<file path="config.mk">
export PLATFORM = sky130hd
export DESIGN_NAME = mem_arbiter
export DESIGN_NICKNAME = d
export VERILOG_FILES = /design/src/rtl/mem_arbiter.sv
export SDC_FILE = /design/constraint.sdc
export NUM_CORES = 1
export LEC_CHECK = 0
export CAP_MARGIN = 30
export CORE_UTILIZATION = 25
export CTS_CLUSTER_SIZE = 12
export DETAILED_ROUTE_END_ITERATION = 12
export GPL_TIMING_DRIVEN = 0
export HOLD_SLACK_MARGIN = 0.1
export PLACE_DENSITY_LB_ADDON = 0.15
export SLEW_MARGIN = 20
export SYNTH_ARGS = -nofsm -noshare
export SYNTH_HDL_FRONTEND = slang
export SYNTH_SLANG_ARGS = --single-unit
</file>
<file path="constraint.sdc">
create_clock -name clk -period 3.5 [get_ports clk]
set_input_delay 0.7 -clock clk [delete_from_list [all_inputs] [get_ports clk]]
set_output_delay 0.7 -clock clk [all_outputs]
set_load 0.02 [all_outputs]
</file>
<file path="src/rtl/mem_arbiter.sv">
// mem_arbiter: owns the single shared main-memory port for the pipelined cpu.
// It grants one of three requesters per operation (D write-through, D-cache
// miss, I-cache miss), in that fixed priority order. A miss fetches a whole
// block with back-to-back pipelined reads, streams the returning words into
// the selected cache data array, then writes the tag and pulses done. A write
// is a single one-cycle memory write acknowledged with d_wr_ack.
//
// Ports:
//   clk, rst                     clock (rising edge), synchronous active-high reset
//   i_miss, i_miss_addr          I-cache miss request (level) and byte address
//   d_miss, d_miss_addr          D-cache miss request (level) and byte address
//   d_wr, d_wr_addr, d_wr_data   D write-through request, address and data
//   mem_en, mem_wr, mem_addr,
//   mem_wdata                    memory command port
//   mem_rdata, mem_valid         memory read return
//   fill_we, fill_sel,
//   fill_word, fill_data         cache data-array fill port
//   tag_we, tag_addr             cache tag write at the end of a fill
//   i_done, d_done, d_wr_ack     completion pulses
//   busy                         high whenever the arbiter is not idle
//
// State table:
//   DRAIN | after reset, wait out reads still in flight (mem_valid ignored)
//   IDLE  | sample requests, latch the winner
//   WRITE | one-cycle memory write plus ack
//   FILL  | issue block reads, collect returns into the cache
//   DONE  | tag write and done pulse

module mem_arbiter #(
    parameter int MEM_LAT   = 4,
    parameter int BLK_WORDS = 8
) (
    input  logic                         clk,
    input  logic                         rst,
    input  logic                         i_miss,
    input  logic [15:0]                  i_miss_addr,
    input  logic                         d_miss,
    input  logic [15:0]                  d_miss_addr,
    input  logic                         d_wr,
    input  logic [15:0]                  d_wr_addr,
    input  logic [15:0]                  d_wr_data,
    output logic                         mem_en,
    output logic                         mem_wr,
    output logic [15:0]                  mem_addr,
    output logic [15:0]                  mem_wdata,
    input  logic [15:0]                  mem_rdata,
    input  logic                         mem_valid,
    output logic                         fill_we,
    output logic                         fill_sel,
    output logic [$clog2(BLK_WORDS)-1:0] fill_word,
    output logic [15:0]                  fill_data,
    output logic                         tag_we,
    output logic [15:0]                  tag_addr,
    output logic                         i_done,
    output logic                         d_done,
    output logic                         d_wr_ack,
    output logic                         busy
);

    localparam int          WB       = $clog2(BLK_WORDS);
    localparam logic [15:0] BLK_MASK = ~16'(2 * BLK_WORDS - 1);

    typedef enum logic [2:0] {DRAIN, IDLE, WRITE, FILL, DONE} state_t;

    state_t          state;
    logic [7:0]      drain_cnt;
    logic [WB:0]     issue_cnt;   // extra top bit marks "all reads issued"
    logic [WB-1:0]   recv_cnt;
    logic [15:0]     base;
    logic [15:0]     wr_addr;
    logic [15:0]     wr_data;
    logic            sel;
    logic            issuing;

    always_ff @(posedge clk) begin
        if (rst) begin
            state     <= DRAIN;
            drain_cnt <= 8'(MEM_LAT);
            issue_cnt <= '0;
            recv_cnt  <= '0;
            base      <= '0;
            wr_addr   <= '0;
            wr_data   <= '0;
            sel       <= 1'b0;
        end else begin
            case (state)
                DRAIN: begin
                    // The count is loaded with MEM_LAT, so exactly MEM_LAT
                    // cycles are spent here.
                    if (drain_cnt <= 8'd1) begin
                        drain_cnt <= '0;
                        state     <= IDLE;
                    end else begin
                        drain_cnt <= drain_cnt - 8'd1;
                    end
                end
                IDLE: begin
                    issue_cnt <= '0;
                    recv_cnt  <= '0;
                    if (d_wr) begin
                        wr_addr <= d_wr_addr;
                        wr_data <= d_wr_data;
                        state   <= WRITE;
                    end else if (d_miss) begin
                        base  <= d_miss_addr & BLK_MASK;
                        sel   <= 1'b1;
                        state <= FILL;
                    end else if (i_miss) begin
                        base  <= i_miss_addr & BLK_MASK;
                        sel   <= 1'b0;
                        state <= FILL;
                    end
                end
                WRITE: begin
                    state <= IDLE;
                end
                FILL: begin
                    if (issuing) begin
                        issue_cnt <= issue_cnt + 1'b1;
                    end
                    if (mem_valid) begin
                        recv_cnt <= recv_cnt + 1'b1;
                        if (&recv_cnt) begin
                            state <= DONE;
                        end
                    end
                end
                DONE: begin
                    state <= IDLE;
                end
                default: begin
                    state <= DRAIN;
                end
            endcase
        end
    end

    assign issuing = (state == FILL) && !issue_cnt[WB];

    // Word offset is OR-ed into the aligned base so the address never carries
    // out of the block.
    assign mem_en    = (state == WRITE) || issuing;
    assign mem_wr    = (state == WRITE);
    assign mem_addr  = (state == WRITE) ? wr_addr :
                       issuing          ? (base | 16'({issue_cnt[WB-1:0], 1'b0})) :
                                          16'h0000;
    assign mem_wdata = (state == WRITE) ? wr_data : 16'h0000;

    assign fill_we   = (state == FILL) && mem_valid;
    assign fill_sel  = sel;
    assign fill_word = (state == FILL) ? recv_cnt : '0;
    assign fill_data = mem_rdata;

    assign tag_we    = (state == DONE);
    assign tag_addr  = (state == DONE) ? base : 16'h0000;
    assign i_done    = (state == DONE) && !sel;
    assign d_done    = (state == DONE) && sel;
    assign d_wr_ack  = (state == WRITE);
    assign busy      = (state != IDLE);

endmodule

</file>
==> impl_metrics.py, run 1 <==
metrics = {
    "route": {
        "avgRoutedWirePerCell_um": 13.64,
        "via_per_inst": 4.489,
        "ant_nets": 0,
        "drcViolationCount": 0,
        "vias": 3192,
        "routed_wl_um": 9698,
        "first_pass_iters": 4,
        "drtIter0Drc": 96,
    },
    "floorplanning": {
        "die_h_um": 115.5,
        "die_area_um2": 13330,
        "dieWidth_um": 115.5,
        "rows": 41,
        "pin_count": 162,
        "core_area_um2": 12570,
        "start_util_pct": 25.60,
    },
    "sta": {
        "max_freq_mhz": 303.3,
        "finalHoldViolations": 0,
        "timing.slew.headroom_pct": 56.56,
        "fin_skew_ns": 0.007450,
        "tightest_slew_ns": 0.6516,
        "finalCritPeriodShare_pct": 94.20,
        "setup_viol": 0,
        "hold_ws_ns": 0.4477,
        "drv_slew": 0,
        "rsz0062_at_grt": "false",
        "finalSetupTns_ns": 0,
        "finalCriticalPeriod_ns": 3.297,
    },
    "cts": {
        "clock_latency_ns": 0.33,
        "cts_tree": "done",
        "clock-sinks": 63,
        "cts_made_buffers": 9,
        "clk_path_buf_depth": 2,
        "root_buffer": "clkbuf_16",
        "clk_pin_slew_ns": 0.05,
        "htree_num_levels": 3,
        "cts_setup_buffers": 0,
    },
    "grt": {
        "grt_start_max_net_pins": 12,
        "grt_overflow": 0,
        "grt_pass1_vias": 3107,
        "grtUsageTotal_pct": 15.11,
        "grt_pass1_wl_um": 15330,
        "antenna_found_initial": 0,
    },
    "final_layout": {
        "fin_cells": 711,
        "layout.nets": 625,
        "drive_gt1_share_pct": 11.69,
        "final_cell_mix": "clkdlybuf4s50_1 (132), nand2_1 (72), dfxtp_1 (63), a21oi_1 (56), and2_1 (31)",
        "layout_commonest_cell": "clkdlybuf4s50_1",
        "synthToLayoutAreaGrowth_pct": 58.51,
        "antenna_cells": 0,
    },
    "setup_path": {
        "cp.required_ns": 2.80,
        "end_kind": "output pin",
        "path_class": "flop to output pin",
        "crit_fanout": 11,
        "r2r_start": "state[0]$_SDFFE_PP0P_",
        "r2r_cells": 6,
        "arrival_ns": 2.60,
        "r2r_slack_ns": 1.65,
        "start_kind": "flop",
        "timing.rr.end": "wr_data[15]$_SDFFE_PP0P_",
    },
    "placement": {
        "dp_hpwl_um": 7254,
        "routabilityCongestion": 0.7939,
        "dp_cells": 695,
        "numPortBuffers": 132,
    },
    "synth": {
        "syn_avg_cell_area_um2": 8.294,
        "ys.flop_type": "dfxtp_1",
        "synth-simple-area-share_pct": 24.22,
        "syn_area_um2": 3218,
        "synth_mux_area_share_pct": 3.733,
        "synth-edff-count": 0,
        "yosysUniqueCellTypes": 47,
        "synth_warnings": 0,
        "yosysSeqAreaShare_pct": 39.19,
        "synth_seq_cells": 63,
        "synth-async-reset-ratio_pct": 0,
        "synth_compound_area_share_pct": 20.45,
        "synth_xor_area_share_pct": 0.2722,
        "syn_inst": 388,
        "synth_top_family_by_area": "simple AND/OR/NAND/NOR gates",
        "synth_fa_ha_area_share_pct": 1.944,
    },
    "min_path": {
        "hold_end": "wr_data[5]$_SDFFE_PP0P_",
        "worstHoldPathType": "flop to flop",
        "min_from": "wr_data[5]$_SDFFE_PP0P_",
        "holdPathStages": 2,
    },
    "pwr": {
        "p_per_area_nw_per_um2": 516.8,
        "ir_drop_uv": 244.6,
        "p_leak_nw": 1.905,
    },
    "run": {
        "maxCapViolCount": 0,
    },
    "status": {
        "status": "finished, final reports clean",
    },
}
worst max-delay path, cell delays in order, from the launching register on:
cell             delay (ns)
dfxtp_1                0.34
clkbuf_1               0.23
nor3b_2                0.51
clkbuf_1               0.39
and2_1                 0.20
clkdlybuf4s50_1        0.60
per-layer routing:
metal,wire length [µm],track usage [%]
met4,102,6.234
met1,4237,18.10
met2,4642,24.79
met3,717,5.073
met5,0,0
flip-flops by register name, summed over array words and instances, names as in the netlist:
name,count
state,3
wr_addr,16
recv_cnt,3
drain_cnt,8
base,12
issue_cnt,4
wr_data,16
fill_sel,1
cells in the mapped netlist (2+ instances only):
library cell	count	share of area, %
dfxtp_1	63	39
ha_1	5	1.9
and3_1	4	0.78
o21ai_0	4	0.62
buf_2	7	1.1
or4_4	2	0.70
buf_4	21	4.9
a211oi_1	12	2.8
nand3b_1	2	0.47
a21oi_1	56	8.7
nor2_1	2	0.23
a22o_1	15	4.1
buf_6	2	0.70
clkbuf_1	22	2.6
nor3_1	5	0.78
or3_1	3	0.58
nand2_1	72	8.4
and2_1	31	6.0
or2_2	4	0.78
nor3b_1	2	0.47
o31ai_1	4	0.93
mux2i_1	12	3.7
nand2b_1	2	0.39
nor2b_1	3	0.58
or4_1	3	0.70
nand3_1	3	0.47
inv_1	7	0.82
cell families (layout without fill, tap and decap cells):
family,after synthesis,count (layout)
AO/OA/AOI/OAI,101,101
XOR/XNOR,1,1
adder cells (fa/ha/maj),5,5
buffers and inverters,59,207
flip-flops,63,63
multiplexers,12,12
other,1,4
AND/OR/NAND/NOR,146,146
power breakdown:
| group | internal (mW) | switching, mW | total, mW |
|---|---|---|---|
| Clock | 0.661 | 0.313 | 0.975 |
| Combinational | 0.348 | 0.403 | 0.750 |
| Sequential | 0.823 | 0.0881 | 0.911 |
how the worst max path moves through the flow:
stage | startpoint | cells past startpoint | end
2_1_floorplan | state[2]$_SDFFE_PP0P_ | 4 | tag_addr[10]
3_3_place_gp | state[0]$_SDFFE_PP0P_ | 5 | mem_addr[5]
5_1_grt | state[0]$_SDFFE_PP0P_ | 5 | mem_wdata[6]
6_report | state[0]$_SDFFE_PP0P_ | 5 | mem_wdata[13]
4_1_cts | state[2]$_SDFFE_PP0P_ | 5 | tag_addr[13]
3_5_place_dp | state[0]$_SDFFE_PP0P_ | 5 | mem_addr[5]
layout make-up:
type | count | area [µm²]
Timing Repair Buffer | 132 | 1321
Inverter | 7 | 26.28
Multi-Input combinational cell | 269 | 1649
Fill cell | 1243 | 7467
Tap cell | 172 | 215.2
Buffer | 52 | 302.8
Clock buffer | 13 | 260.3
Sequential cell | 63 | 1261
Clock inverter | 3 | 65.06
timing repair:
item                                   CTS  global route
hold buffers                             0             0
endpoints found under the hold margin    0             0
setup endpoints to repair                0            20
gates resized for setup                  0             9
stage by stage:
stage / cell area (µm²) / total power, mW / utilization [%] / setup WS (ns)
4_1_cts: 5091 / 2.667 / 40.51 / 0.09101
6_report: 5101 / 2.636 / 40.59 / 0.2030
5_1_grt: 5101 / 2.782 / 40.59 / 0.008796
2_1_floorplan: 3229 / 1.415 / - / 1.240
3_5_place_dp: 4766 / 1.676 / 37.92 / 0.4594
3_3_place_gp: 4766 / 1.657 / 37.92 / 0.4554
No activity file was read; power rests on OpenSTA's default activity.
==> inputs of run 2 (changes only) <==
--- a/config.mk
+++ b/config.mk
@@ -11,3 +11,2 @@
 export DETAILED_ROUTE_END_ITERATION = 12
-export GPL_TIMING_DRIVEN = 0
 export HOLD_SLACK_MARGIN = 0.1
--- a/constraint.sdc
+++ b/constraint.sdc
@@ -3,2 +3,2 @@
 set_output_delay 0.7 -clock clk [all_outputs]
-set_load 0.02 [all_outputs]
+set_load 0.01 [all_outputs]
==> impl_metrics.py, run 2 (same netlist as run 1, synthesis figures left out) <==
metrics = {
    "cts": {
        "clk_pin_slew_ns": 0.05,
        "clock-sinks": 63,
        "cts_setup_buffers": 0,
        "cts_hold_buf": 0,
        "root_buffer": "clkbuf_16",
        "cts_tree": "done",
        "clk_path_buf_depth": 2,
        "cts_made_buffers": 9,
        "htree_num_levels": 3,
        "clock_latency_ns": 0.32,
        "cts.repair.resized": 0,
    },
    "final_layout": {
        "layout.nets": 570,
        "final_area_um2": 4702,
        "antenna_cells": 0,
        "final_cell_mix": "clkdlybuf4s50_1 (116), nand2_1 (72), dfxtp_1 (63), a21oi_1 (56), and2_1 (31)",
        "fin_cells": 655,
        "drive_gt1_share_pct": 8.282,
        "fillers": 1314,
        "reg_top3": "wr_addr x16, wr_data x16, base x12",
        "layout_commonest_cell": "clkdlybuf4s50_1",
        "synthToLayoutAreaGrowth_pct": 46.11,
    },
    "pwr": {
        "p_clk_share_pct": 34.1,
        "p_sw_uw": 740.3,
        "seqPwrFrac_pct": 37.5,
        "swShare_pct": 30.65,
        "ir_drop_uv": 212.9,
        "cellInternalPower_mw": 1.675,
        "combinationalPowerShare_pct": 28.4,
        "p_leak_nw": 1.687,
        "p_per_area_nw_per_um2": 513.6,
    },
    "setup_path": {
        "start_kind": "flop",
        "endpoint": "mem_addr[7]",
        "arrival_ns": 2.31,
        "critPathLaunch": "state[2]$_SDFFE_PP0P_",
        "crit_chain": "and4bb_2 > a22o_1 > clkdlybuf4s50_1",
        "critical_path.max_stage_delay_ns": 0.71,
        "crit_fanout": 22,
        "crit_slowest_cell": "and4bb_2",
        "end_kind": "output pin",
        "r2r_start": "state[1]$_SDFFE_PP0P_",
        "cp.required_ns": 2.80,
        "r2r_slack_ns": 1.63,
        "timing.rr.end": "drain_cnt[0]$_SDFFE_PP0N_",
        "path_class": "flop to output pin",
        "r2r_cells": 4,
    },
    "sta": {
        "finalHoldViolations": 0,
        "timing.slew.headroom_pct": 49.47,
        "fin_skew_ns": 0.004381,
        "finalCritPeriodShare_pct": 85.90,
        "finalCriticalPeriod_ns": 3.006,
        "drv_slew": 0,
        "finalSetupTns_ns": 0,
        "rsz0062_at_grt": "false",
        "max_freq_mhz": 332.6,
        "tightest_slew_ns": 0.7579,
        "layout_setup_ws_ns": 0.4936,
        "setup_viol": 0,
    },
    "grt": {
        "grt_start_max_net_pins": 38,
        "grtUsageTotal_pct": 14.04,
        "grt_pass1_wl_um": 14340,
        "grt_overflow": 0,
        "grt_pass1_vias": 2850,
        "antenna_found_initial": 0,
    },
    "placement": {
        "dpl_worst_slack_ns": 0.6638,
        "dp_cells": 640,
        "numPortBuffers": 117,
        "placed_area_um2": 4424,
        "dp_hpwl_um": 6529,
        "routabilityCongestion": 0.7702,
    },
    "floorplanning": {
        "dieWidth_um": 115.5,
        "rows": 41,
        "die_area_um2": 13330,
        "pin_count": 162,
        "start_util_pct": 25.60,
        "die_h_um": 115.5,
        "core_area_um2": 12570,
    },
    "route": {
        "first_pass_iters": 5,
        "drcViolationCount": 0,
        "avgRoutedWirePerCell_um": 14.07,
        "drtIter0Drc": 79,
        "routed_wl_um": 9217,
        "ant_nets": 0,
        "vias": 2987,
        "via_per_inst": 4.560,
    },
    "min_path": {
        "worstHoldPathType": "flop to flop",
    },
    "run": {
        "maxCapViolCount": 0,
    },
    "status": {
        "status": "finished, final reports clean",
    },
}
==> run 2: how the worst min path moves through the flow <==
| stage | start | slack (ns) | end | cells past startpoint |
|---|---|---|---|---|
| final | wr_data[8]$_SDFFE_PP0P_ | 0.45 | wr_data[8]$_SDFFE_PP0P_ | 2 |
| after global routing | wr_data[0]$_SDFFE_PP0P_ | 0.47 | wr_data[0]$_SDFFE_PP0P_ | 2 |
| after CTS | wr_data[0]$_SDFFE_PP0P_ | 0.45 | wr_data[0]$_SDFFE_PP0P_ | 2 |
| after detailed placement | wr_data[0]$_SDFFE_PP0P_ | 0.44 | wr_data[0]$_SDFFE_PP0P_ | 2 |
| after global placement | wr_data[8]$_SDFFE_PP0P_ | 0.44 | wr_data[8]$_SDFFE_PP0P_ | 2 |
| after floorplan | wr_addr[0]$_SDFFE_PP0P_ | 0.43 | wr_addr[0]$_SDFFE_PP0P_ | 2 |
==> run 2: area by class of cell <==
type                    instances  area, µm²  area share, %
inverters                       7      26.28         0.5588
well taps                     172      215.2          4.577
repair buffers                129       1256          26.72
flip-flops and latches         63       1261          26.82
multi-input cells             269       1665          35.42
clock buffers                  15      277.8          5.907
==> run 2: metrics by stage <==
stage	total power, mW	hold slack, ns	util [%]
finish	2.415	0.4488	37.41
global route	2.566	0.4682	37.41
CTS	2.457	0.4496	37.41
detailed placement	1.613	0.4432	35.20
global placement	1.596	0.4379	35.20
floorplan	1.394	0.4317	-
==> run 2: metal layers <==
layer	GRT usage, %	part of all wire (%)	vias up
li1	-	-	1503
met1	16.79	44	1389
met4	5.628	0.86	0
met5	0	0	-
met2	22.28	46	89
met3	5.858	8.3	6
==> run 2: critical path, delay by kind of cell (launching register included) <==
family                 cells  cell delay [ns]
buffers and inverters      1             0.58
AND/OR/NAND/NOR            1             0.71
flip-flops                 1             0.48
AO/OA/AOI/OAI              1             0.21
==> run 2: power groups by stage <==
stage / registers [mW] / clock network [mW] / logic, mW
6_report: 0.906 / 0.824 / 0.685
5_1_grt: 0.919 / 0.889 / 0.758
4_1_cts: 0.907 / 0.856 / 0.694
3_5_place_dp: 0.921 / 0 / 0.692
3_3_place_gp: 0.917 / 0 / 0.679
2_1_floorplan: 0.895 / 0 / 0.499
